### config.mk
export PLATFORM = sky130hd
export DESIGN_NAME = pipe_stage_reg
export DESIGN_NICKNAME = d
export VERILOG_FILES = /design/src/rtl/pipe_stage_reg.sv
export SDC_FILE = /design/constraint.sdc
export NUM_CORES = 1
export LEC_CHECK = 0
export CAP_MARGIN = 20
export CORE_MARGIN = 2
export CORE_UTILIZATION = 44
export DETAILED_ROUTE_END_ITERATION = 10
export PLACE_DENSITY = 0.84
export SYNTH_ARGS = -nofsm -noshare
export SYNTH_HDL_FRONTEND = slang
export SYNTH_SLANG_ARGS = --single-unit
### constraint.sdc
create_clock -name CLK -period 5.35 [get_ports CLK]
set_input_delay 0.535 -clock CLK [delete_from_list [all_inputs] [get_ports CLK]]
set_output_delay 0.535 -clock CLK [all_outputs]
set_load 0.02 [all_outputs]
### src/rtl/pipe_stage_reg.sv
// Hazard-aware pipeline stage register: control bundle, data lanes and valid,
// with stall/flush from the hazard unit and saturating perf counters.
module pipe_stage_reg #(
    parameter int                CTRL_W   = 12,
    parameter int                DATA_W   = 32,
    parameter int                NUM_DATA = 3,
    parameter int                CNT_W    = 16,
    parameter logic [CTRL_W-1:0] CTRL_NOP = '0
) (
    input  logic                       CLK,
    input  logic                       CLR,
    input  logic                       stall_i,
    input  logic                       flush_i,
    input  logic                       cnt_clr_i,
    input  logic                       valid_i,
    input  logic [CTRL_W-1:0]          ctrl_i,
    input  logic [NUM_DATA*DATA_W-1:0] data_i,
    output logic                       valid_o,
    output logic [CTRL_W-1:0]          ctrl_o,
    output logic [NUM_DATA*DATA_W-1:0] data_o,
    output logic [CNT_W-1:0]           stall_cnt_o,
    output logic [CNT_W-1:0]           bubble_cnt_o
);

    localparam logic [CNT_W-1:0] CNT_MAX = '1;

    logic stall_ev;
    logic load_ev;
    logic bubble_ev;

    always_comb begin
        stall_ev  = !flush_i && stall_i;
        load_ev   = !flush_i && !stall_i;
        bubble_ev = flush_i || (load_ev && !valid_i);
    end

    // Control is gated on valid so an invalid slot always carries a NOP.
    always_ff @(posedge CLK) begin
        if (CLR) begin
            valid_o <= 1'b0;
            ctrl_o  <= CTRL_NOP;
            data_o  <= '0;
        end else if (flush_i) begin
            valid_o <= 1'b0;
            ctrl_o  <= CTRL_NOP;
            data_o  <= '0;
        end else if (load_ev) begin
            valid_o <= valid_i;
            ctrl_o  <= valid_i ? ctrl_i : CTRL_NOP;
            data_o  <= data_i;
        end
    end

    always_ff @(posedge CLK) begin
        if (CLR || cnt_clr_i) begin
            stall_cnt_o <= '0;
        end else if (stall_ev && stall_cnt_o != CNT_MAX) begin
            stall_cnt_o <= stall_cnt_o + 1'b1;
        end
    end

    always_ff @(posedge CLK) begin
        if (CLR || cnt_clr_i) begin
            bubble_cnt_o <= '0;
        end else if (bubble_ev && bubble_cnt_o != CNT_MAX) begin
            bubble_cnt_o <= bubble_cnt_o + 1'b1;
        end
    end

endmodule

== Word level (Yosys, flattened, before mapping) ==
Index checks and enable logic that the tools add are counted.
Operators by class
  muxes and demuxes: 1
  $add $sub $neg: 2
  equal/unequal tests: 2
  reductions and logical operators: 11
Operators by type and width (count)
  $add 16x1->16 const B: 2
  $ne 16x16->1 const B: 2
  $mux 12: 1
  $logic_and 1x1->1: 5
  $logic_not 1->1: 3
  $logic_or 1x1->1: 2
  $reduce_or 2->1: 1
Storage, ports and cells
  register bits after elaboration: 141
  input port bits: 114
  logic and storage cells: 21

== Depth between registers and ports, before layout ==
Gate-level depths: netlist (run 1).
  depth after elaboration: 5
  gate-level depth with buffers: 6
  depth with buffers taken out: 5

== Worst setup path before layout (run 1) ==
OpenSTA, ideal clock, no wires.
  path kind: register to register
  start point: reg bubble_cnt_o[4]
  end point: reg bubble_cnt_o[9]
  data arrival time: 1940 ps
  clock period less this slack: 2011 ps
  path buffers: 1
  slack: 3339 ps
  cell stages (with the launch flop): 6
  cell sequence: dfxtp_1 -> nand4_2 -> or4_1 -> clkbuf_2 -> or4_1 -> a21oi_1
Between the ends
  cells in the longest elaborated chain, start to end: 2
  elaborated cells between the ends (all ways): 3
RTL lines
  from (decl): RTL line 22  | output logic [CNT_W-1:0] bubble_cnt_o
  from (signal assigned): RTL line 66  | bubble_cnt_o <= bubble_cnt_o + 1'b1;
  parallel branches: the longest is 2 deep, another holds $add 16x1->16
Several ways; the timed one is not identified.
A chain may end at the register's enable or synchronous reset.

== Final worst setup path (run 1) ==
  start point: in valid_i
  end point: reg bubble_cnt_o[9]
Between the ends
  cells in the longest elaborated chain, start to end: 4
RTL lines
  from (decl): RTL line 15  | input logic valid_i,
  $logic_not 1->1: RTL line 34  | bubble_ev = flush_i || (load_ev && !valid_i);
  $logic_and 1x1->1: RTL line 34
  $logic_or 1x1->1: RTL line 34
  $logic_and 1x1->1: RTL line 65  | end else if (bubble_ev && bubble_cnt_o != CNT_MAX) begin
No other way between the ends.

==> key figures, run 1 <==
GRT
  • Largest net degree at the start of global routing: 110
  • Global-route wire length before repair: 25.6 mm
  • Initial antenna violation count: 0
  • Vias in the first global route: 5284
  • Gr usage total: 0.246
  • GR Overflow Total: 0

Die
  • Die height: 115 um
  • Chip Width: 115 um
  • Initial Util: 0.452
  • Io pins: around 260
  • Core Area: 0.0120 mm^2
  • Area of the die: approximately 0.013 mm^2
  • Site Rows: 40

Setup path
  • Buffers & Inverters on Critical Path: 1
  • CP max stage delay: ~0.73 ns
  • Crit-path slowest cell: clkdlybuf4s50_1
  • WS Path Type: in -> reg
  • CP Max Fanout: 15
  • Critical path, cell by cell: clkdlybuf4s50_1 > o21ba_2 > or4_1 > or4_1 > a21oi_1
  • Top cell by count, worst path: or4_1
  • Crit-path leading delay family: simple AND/OR/NAND/NOR gates
  • Data required, critical path: 5.69 ns
  • Arr. time, crit path: 2.98 ns
  • Nature of the critical path endpoint: flip-flop
  • Element type at the critical path start: input port

Detailed routing
  • Vias: approximately 5300
  • Initial DRC Count: roughly 340
  • Routed wire per std cell: 17.2 um
  • Detailed Routing Iterations Pass 1: 5
  • DRC Markers: 0
  • Vias/cell: roughly 5.4
  • Final wirelength: 16.7 mm
  • DRT antenna net count: 0

STA
  • Endpoints failing hold: 0
  • Hold slack: 0.457 ns
  • Max-slew violation count: 0
  • Clk_skew: 0.00484 ns
  • Setup violations, final: 0
  • Tmin final: ~2.6 ns
  • Tightest slew margin relative to the limit: 0.278
  • Setup TNS: 0 ns
  • Period utilization: 0.493
  • Worst-Margin Slew: 1.08 ns
  • RSZ-0062 raised after global routing: no
  • Fmax: about 380 MHz

CTS
  • CTS tree: built
  • Hold buffers post-CTS: 0
  • Clock tree buffer depth: 2
  • Clk sinks: 141
  • Clk slew on worst S/H paths: 0.06 ns
  • Post_cts resized: 0
  • CTS buffer count: 17
  • Root buf cell: clkbuf_16
  • H-Tree Depth: 4
  • Skew-Pair Late Insertion Delay: 0.41 ns
  • Post-CTS Repair Setup Buffers: 0

Synth
  • Top cells by count, synth: dfxtp_1 (141), nor2_1 (109), mux2i_1 (99)
  • Yosys top cell by area: dfxtp_1
  • Synth Register Bits: between 100 and 150
  • Syn Std Cell Area: 0.00543 mm^2
  • Top-count cell post-synth: dfxtp_1
  • Yosys top cell area share: 0.519
  • Syn nets: roughly 680
  • Cells after Synth: 568
  • YS warnings: 0
  • Synth cell types: 40
  • Sequential area share after synthesis: 0.519
  • Ys flop type: dfxtp_1
  • Mapped Avg Cell Area: ~9.6 um^2
  • EDFF count, synth: 0
  • Main area contributors after synthesis: dfxtp_1 (52%), mux2i_1 (18%), nor2_1 (7.5%)
  • Asr flop ratio synth: 0

Placed design
  • GP Congestion: 0.871
  • Number of port buffers: 254
  • Post-DP HPWL: 11.9 mm

Cells and area
  • Fraction of layout cells with a size suffix above 1: 0.0485
  • Fillers: 913
  • Final Net Count: 928
  • Synth-to-layout area growth: 58.4%
  • Antenna fix cells: 0
  • Reg area: 0.00282 mm^2
  • Multi-input logic area: 0.00246 mm^2

Worst hold path
  • Hold Crit Class: reg -> reg

Pwr
  • Clk pwr share: 0.435
  • Power per cell area: 283 mW/mm^2
  • NetSw: ~560 uW
  • Reg power frac: 0.449
  • Max IR drop VDD: 0.230 mV
  • P_int: 1.87 mW
  • Sw Share: 0.230
  • Pleak: 3.30 nW
  • Logic pwr share: 0.117

Run status
  • Status: finished clean

Job
  • Max cap viols: 0
[final cells by class]
class | instances | area share
Sequential cell | 141 | 0.328
Timing Repair Buffer | 258 | 0.300
Multi-Input combinational cell | 389 | 0.286
Clock buffer | 26 | 0.0580
Tap cell | 147 | 0.0214
Clock inverter | 6 | 0.00407
Inverter | 5 | 0.00218
[logic make-up after synthesis]
kind of cell             share of synthesized area
buffers and inverters                       0.0276
AO/OA/AOI/OAI                               0.0748
flip-flops                                   0.519
AND/OR/NAND/NOR                              0.191
adder cells (fa/ha/maj)                    0.00460
multiplexers                                 0.182
[sequential cells by signal, indices dropped and copies added (netlist names)]
| signal | cells |
|---|---|
| bubble_cnt_o | 16 |
| ctrl_o | 12 |
| data_o | 96 |
| stall_cnt_o | 16 |
| valid_o | 1 |
[per-stage QoR]
stage	util	cell area [um^2]	worst slack [ns]	total power [mW]	std cells
after floorplan	-	5430	3.34	1.24	568
after global routing	0.717	8610	2.64	2.52	972
after CTS	0.714	8570	2.74	2.45	969
after global placement	0.669	8040	2.35	1.38	937
after detailed placement	0.669	8040	2.31	1.39	937
final	0.717	8610	2.71	2.43	972
[worst min-delay path: cells and delay by family (launching register included)]
family	cells	cell delay (ns)
DFF	1	0.31
and+or+nand+nor	1	0.05
AOI/OAI and AO/OA	1	0.05
[layout by cell type (no fill, tap or decap), types with 5 or more instances in the layout]
cell             instances
or3_1                   12
o31ai_1                  7
clkbuf_1                 5
or4_1                    8
nor3_1                  10
o21ai_0                 10
inv_1                    5
mux2i_1                 99
clkdlybuf4s50_1        253
and3_1                   5
nand4_1                  8
nor4_1                   7
nand2_1                 28
clkbuf_16               17
nand3_1                 20
dfxtp_1                141
nor2_1                 109
a21oi_1                 30
[routing by layer]
layer / share of wire / GRT usage / vias to the layer above
li1: - / - / 2494
met1: 0.37 / 0.253 / 2499
met2: 0.52 / 0.446 / 246
met3: 0.084 / 0.0838 / 42
met4: 0.027 / 0.121 / 0
met5: 0 / 0 / -
[power by group through the flow]
stage,clock network [mW],logic [mW],registers [mW]
finish,1.06,0.284,1.09
global route,1.12,0.302,1.09
CTS,1.07,0.283,1.09
detailed placement,0,0.281,1.11
global placement,0,0.273,1.11
floorplan,0,0.0931,1.14
[final timing paths]
kind	startpoint	end	slack, ns	cells after the start
setup / recovery	valid_i	bubble_cnt_o[9]	2.71	5
hold / removal	ctrl_o[10]	ctrl_o[10]	0.46	2
setup reg to reg	bubble_cnt_o[4]	bubble_cnt_o[9]	3.24	4
hold reg to reg	ctrl_o[10]	ctrl_o[10]	0.46	2
Power figures use the tool's default switching activity.
==> run 2: changes to the inputs <==
--- a/config.mk
+++ b/config.mk
@@ -7,9 +7,9 @@
 export LEC_CHECK = 0
 export CAP_MARGIN = 20
 export CORE_MARGIN = 2
-export CORE_UTILIZATION = 44
+export CORE_UTILIZATION = 41
 export DETAILED_ROUTE_END_ITERATION = 10
-export PLACE_DENSITY = 0.84
+export PLACE_DENSITY = 0.79
 export SYNTH_ARGS = -nofsm -noshare
 export SYNTH_HDL_FRONTEND = slang
 export SYNTH_SLANG_ARGS = --single-unit
==> constraint.sdc (replaced) <==
create_clock -name CLK -period 2.6 [get_ports CLK]
set_input_delay 0.26 -clock CLK [delete_from_list [all_inputs] [get_ports CLK]]
set_output_delay 0.26 -clock CLK [all_outputs]
set_load 0.02 [all_outputs]
==> key figures, run 2 (synthesized netlist as in run 1, its figures left out) <==
CTS
  • Clock tree buffer depth: 2
  • Clk slew on worst S/H paths: 0.06 ns
  • H-Tree Depth: 4
  • Clk sinks: roughly 140
  • Root buf cell: clkbuf_16
  • CTS buffer count: 17
  • Hold buffers post-CTS: 0
  • CTS tree: built
  • Skew-Pair Late Insertion Delay: 0.42 ns
  • Post_cts resized: 0
  • Post-CTS Repair Setup Buffers: 0

Detailed routing
  • Vias/cell: between 5 and 6
  • Routed wire per std cell: 15.9 um
  • Final wirelength: 16.0 mm
  • DRT antenna net count: 0
  • Initial DRC Count: 367
  • M1 WL: slightly above 6 mm
  • Detailed Routing Iterations Pass 1: 7
  • Met3 routed WL: between 1.5 and 2 mm
  • DR WL met2: 7.93 mm
  • DRC Markers: 0
  • DR top layer: met4
  • Vias: 5144

Run status
  • Status: finished clean

GRT
  • Initial antenna violation count: 0
  • Largest net degree at the start of global routing: 110
  • Vias in the first global route: 5086
  • Gr usage total: 0.223
  • Global-route wire length before repair: 25.1 mm
  • GR Overflow Total: 0

STA
  • Tightest slew margin relative to the limit: 0.389
  • Period utilization: 0.785
  • Tmin final: 2.04 ns
  • Setup TNS: 0 ns
  • Max-slew violation count: 0
  • Setup violations, final: 0
  • RSZ-0062 raised after global routing: no
  • Crit path setup slack, layout: 0.559 ns
  • Clk_skew: around 0.0067 ns
  • Endpoints failing hold: 0
  • Worst-Margin Slew: 0.916 ns
  • Hold slack: between 0.3 and 0.4 ns
  • Fmax: around 500 MHz

Cells and area
  • Final Net Count: between 900 and 1000
  • Fraction of layout cells with a size suffix above 1: 0.0578
  • Most common library cell in the layout ignoring fill and taps: clkdlybuf4s50_1
  • Count of non-filler cells in the finished layout: 1006
  • Largest register FFs: 96
  • Largest reg by FF count: data_o
  • Largest regs: data_o x96, bubble_cnt_o x16, stall_cnt_o x16
  • Antenna fix cells: 0
  • Synth-to-layout area growth: 61.6%
  • Most frequent cells in the layout: clkdlybuf4s50_1 (253), dfxtp_1 (141), nor2_1 (109)

Setup path
  • Buffers & Inverters on Critical Path: 0
  • Crit-path slowest cell: or4_1
  • Crit-path leading delay family: simple AND/OR/NAND/NOR gates
  • Critical path, cell by cell: ha_1 > nand2_1 > or4_1 > o311ai_0 > o41ai_1
  • CP Max Fanout: 6
  • WS Path Type: reg -> reg
  • Arr. time, crit path: ~2.3 ns
  • Data required, critical path: ~2.9 ns
  • CP max stage delay: 0.55 ns
  • Element type at the critical path start: flip-flop
  • Nature of the critical path endpoint: flip-flop

Pwr
  • Power per cell area: approximately 600 mW/mm^2
  • Max IR drop VDD: 0.373 mV
  • Pleak: 3.37 nW

Die
  • Site Rows: 42
  • Core Area: 0.0131 mm^2
  • Area of the die: around 0.014 mm^2
  • Die height: 119 um
  • Io pins: 255
  • Chip Width: roughly 120 um
  • Initial Util: 0.415

Worst hold path
  • Hold Crit Class: in -> reg

Job
  • Max cap viols: 0

Placed design
  • Post-DP HPWL: ~11 mm
  • GP Congestion: around 0.9
  • Place WS: between 0.2 and 0.25 ns
  • Placed cells: 974
  • Number of port buffers: 254
-- run 2: changes by cell type in the layout (fill, tap and decap cells not counted), sizes merged --
| cell | delta |
|---|---|
| clkinvlp | -1 |
| inv | +1 |
| bufinv | +4 |
| clkbuf | -5 |
| buf | +6 |
-- run 2: final timing paths --
| path | from | endpoint | slack, ns | cells past startpoint |
|---|---|---|---|---|
| max | bubble_cnt_o[0] | bubble_cnt_o[14] | 0.56 | 5 |
| min | stall_i | stall_cnt_o[2] | 0.38 | 4 |
| max reg2reg | bubble_cnt_o[0] | bubble_cnt_o[14] | 0.56 | 5 |
| min reg2reg | ctrl_o[2] | ctrl_o[2] | 0.45 | 2 |
-- run 2: cell type report --
| type | count | area, um^2 |
|---|---|---|
| clock buffer | 22 | 474 |
| clock inverter | 10 | 160 |
| fill | 967 | 4310 |
| inverter | 5 | 18.8 |
| multi-input combinational | 389 | 2460 |
| sequential | 141 | 2820 |
| tap | 176 | 220 |
| timing repair buffer | 263 | 2620 |
-- run 2: worst min-delay path: cells and delay by family --
family | cells | cell delay (ns)
AO/OA/AOI/OAI | 1 | 0.06
AND/OR/NAND/NOR | 2 | 0.29
buffers and inverters | 1 | 0.13
-- run 2: through the flow --
stage / total power, mW / instance area [um^2] / util
CTS: 5.47 / 8780 / 0.671
finish: 5.41 / 8780 / 0.671
detailed placement: 2.87 / 8150 / 0.622
global placement: 2.86 / 8150 / 0.622
floorplan: 2.54 / 5430 / -
global route: 5.60 / 8780 / 0.671
-- run 2: per-layer routing --
layer | vias to the layer above | track usage
li1 | 2505 | -
met1 | 2383 | 0.249
met2 | 224 | 0.377
met3 | 32 | 0.0905
met4 | 0 | 0.0938
met5 | - | 0
-- run 2: power breakdown --
group,internal [mW],switching [mW],total [mW],leakage [nW]
combinational,0.329,0.256,0.584,1.92
sequential,2.21,0.0284,2.24,1.15
clock,1.68,0.904,2.59,0.310
==> run 3: changes to the inputs <==
--- a/config.mk
+++ b/config.mk
@@ -7,9 +7,9 @@
 export LEC_CHECK = 0
 export CAP_MARGIN = 20
 export CORE_MARGIN = 2
-export CORE_UTILIZATION = 41
+export CORE_UTILIZATION = 37
 export DETAILED_ROUTE_END_ITERATION = 10
-export PLACE_DENSITY = 0.79
+export PLACE_DENSITY = 0.75
 export SYNTH_ARGS = -nofsm -noshare
 export SYNTH_HDL_FRONTEND = slang
 export SYNTH_SLANG_ARGS = --single-unit
==> constraint.sdc (replaced) <==
create_clock -name CLK -period 1.85 [get_ports CLK]
set_input_delay 0.185 -clock CLK [delete_from_list [all_inputs] [get_ports CLK]]
set_output_delay 0.185 -clock CLK [all_outputs]
set_load 0.02 [all_outputs]
==> key figures, run 3 (synthesized netlist as in run 1, its figures left out) <==
Die
  • Die height: 125 um
  • Chip Width: 125 um
  • Io pins: 255
  • Site Rows: 44
  • Core Area: 0.0144 mm^2
  • Initial Util: 0.377
  • Area of the die: 0.0157 mm^2

Worst hold path
  • Hold Crit Class: in -> reg
  • Hold endpoint: bubble_cnt_o[1]
  • Hold Crit Depth: 4
  • Min-Delay Startpoint: stall_i

Detailed routing
  • DRC Markers: 0
  • Initial DRC Count: 386
  • DRT antenna net count: 0
  • Detailed Routing Iterations Pass 1: 4
  • Final wirelength: 16.6 mm
  • Vias/cell: 5.07
  • Routed wire per std cell: roughly 16 um
  • Vias: 5283

Cells and area
  • Largest register FFs: 96
  • Final Net Count: 960
  • Antenna fix cells: 0
  • Most frequent cells in the layout: clkdlybuf4s50_1 (253), dfxtp_1 (132), nor2_1 (109)
  • Count of non-filler cells in the finished layout: 1041
  • Largest reg by FF count: data_o
  • Largest regs: data_o x96, bubble_cnt_o x16, stall_cnt_o x16
  • Fraction of layout cells with a size suffix above 1: 0.106
  • Most common library cell in the layout ignoring fill and taps: clkdlybuf4s50_1
  • Synth-to-layout area growth: 67.0%

CTS
  • H-Tree Depth: 4
  • Root buf cell: clkbuf_16
  • CTS buffer count: 17
  • Skew-Pair Late Insertion Delay: slightly above 0.4 ns
  • Clk sinks: 141
  • Clock tree buffer depth: 2
  • Clk slew on worst S/H paths: 0.06 ns
  • CTS tree: built

STA
  • Worst-Margin Slew: 0.693 ns
  • Tmin final: 1.79 ns
  • RSZ-0062 raised after global routing: no
  • Setup violations, final: 0
  • Fmax: ~560 MHz
  • Tightest slew margin relative to the limit: 0.538
  • Endpoints failing hold: 0
  • Period utilization: 0.969
  • Max-slew violation count: 0
  • Clk_skew: 0.00490 ns

Setup path
  • WS Path Type: reg -> reg
  • Buffers & Inverters on Critical Path: 0
  • Arr. time, crit path: 2.13 ns
  • CP max stage delay: 0.57 ns
  • CP Max Fanout: 6
  • Data required, critical path: 2.19 ns
  • Reg2reg end: bubble_cnt_o[9]
  • Critical path, cell by cell: nand4_4 > or4_4 > or4_1 > a21oi_1
  • Flop2flop setup slack: 0.06 ns
  • Worst R2R Path Depth: 4
  • Crit-path slowest cell: or4_4
  • Nature of the critical path endpoint: flip-flop
  • Crit-path leading delay family: simple AND/OR/NAND/NOR gates
  • Crit path launch: bubble_cnt_o[6]
  • Reg2Reg Launch Point: bubble_cnt_o[6]
  • Element type at the critical path start: flip-flop

GRT
  • Gr usage total: 0.208
  • Global-route wire length before repair: 26.3 mm
  • Vias in the first global route: 5257
  • Initial antenna violation count: 0
  • GR Overflow Total: 0
  • Largest net degree at the start of global routing: 56

Pwr
  • Logic pwr share: 0.113
  • Pleak: ~3.5 nW
  • Total Power: 7.51 mW
  • Clk pwr share: 0.467
  • Reg power frac: 0.420
  • Max IR drop VDD: approximately 0.56 mV
  • NetSw: 1.72 mW
  • Sw Share: 0.228
  • Power per cell area: 828 mW/mm^2
  • P_int: approximately 5.8 mW

Placed design
  • GP Congestion: approximately 0.85
  • Number of port buffers: 254
  • Post-DP HPWL: 12.3 mm
  • Placed cells: a little over 1000

Job
  • Max cap viols: 0

Run status
  • Status: finished clean
==> run 3: changes by cell type in the layout (fill, tap and decap cells not counted), moves of 3 or more <==
cell / previous run / this run
buf_12: 1 / 4
buf_4: 9 / 32
dfxtp_1: 141 / 132
dfxtp_2: 0 / 9
o311ai_0: 3 / 0
o311ai_1: 0 / 3
==> run 3: stage by stage <==
step | cell area, um^2 | hold slack, ns | worst slack (ns) | TNS, ns | utilization
floorplan | 5440 | 0.329 | -0.0356 | -0.107 | -
global placement | 8400 | 0.439 | -0.264 | -1.34 | 0.582
detailed placement | 8400 | 0.448 | -0.330 | -2.05 | 0.582
CTS | 9020 | 0.287 | 0.0140 | 0 | 0.626
global route | 9070 | 0.307 | 0.00544 | 0 | 0.629
finish | 9070 | 0.313 | 0.0572 | 0 | 0.629
==> run 3: how the worst max path moves through the flow <==
stage / endpoint / depth (start not counted) / slack [ns]
6_report: bubble_cnt_o[9] / 4 / 0.06
5_1_grt: stall_cnt_o[7] / 4 / 0.005
4_1_cts: bubble_cnt_o[14] / 4 / 0.01
3_5_place_dp: bubble_cnt_o[11] / 6 / -0.33
3_3_place_gp: bubble_cnt_o[9] / 5 / -0.26
2_1_floorplan: bubble_cnt_o[9] / 5 / -0.04
==> run 3: cell type report <==
type	count	area, um^2
multi-input cells	389	2510
inverters	5	18.8
clock buffers	19	453
repair buffers	290	2860
fillers	1174	5350
flip-flops and latches	141	2830
clock inverters	13	164
well taps	184	230
==> run 3: what timing repair did <==
action	4_1_cts	5_1_grt
hold buffers	0	0
buffers inserted	0	1
hold endpoints to repair	0	0
pin swaps	0	2
resized for setup	1	10
endpoints found under the setup margin	3	8
==> run 3: power by group through the flow <==
stage | logic [mW] | clock network, mW | registers (mW)
after floorplan | 0.269 | 0 | 3.31
after global routing | 0.902 | 3.74 | 3.16
after global placement | 0.831 | 0 | 3.21
after CTS | 0.852 | 3.58 | 3.15
final | 0.845 | 3.51 | 3.15
after detailed placement | 0.847 | 0 | 3.22
==> run 3: layer usage <==
layer	track usage	wire length, um
met1	0.236	6620
met2	0.355	8220
met3	0.0796	1470
met4	0.0765	310
met5	0	0
==> run 3: worst register-to-register path: stages, from the launching register on <==
cell and delay, ns:
dfxtp_2 0.37, nand4_4 0.14, or4_4 0.57, or4_1 0.49
a21oi_1 0.16
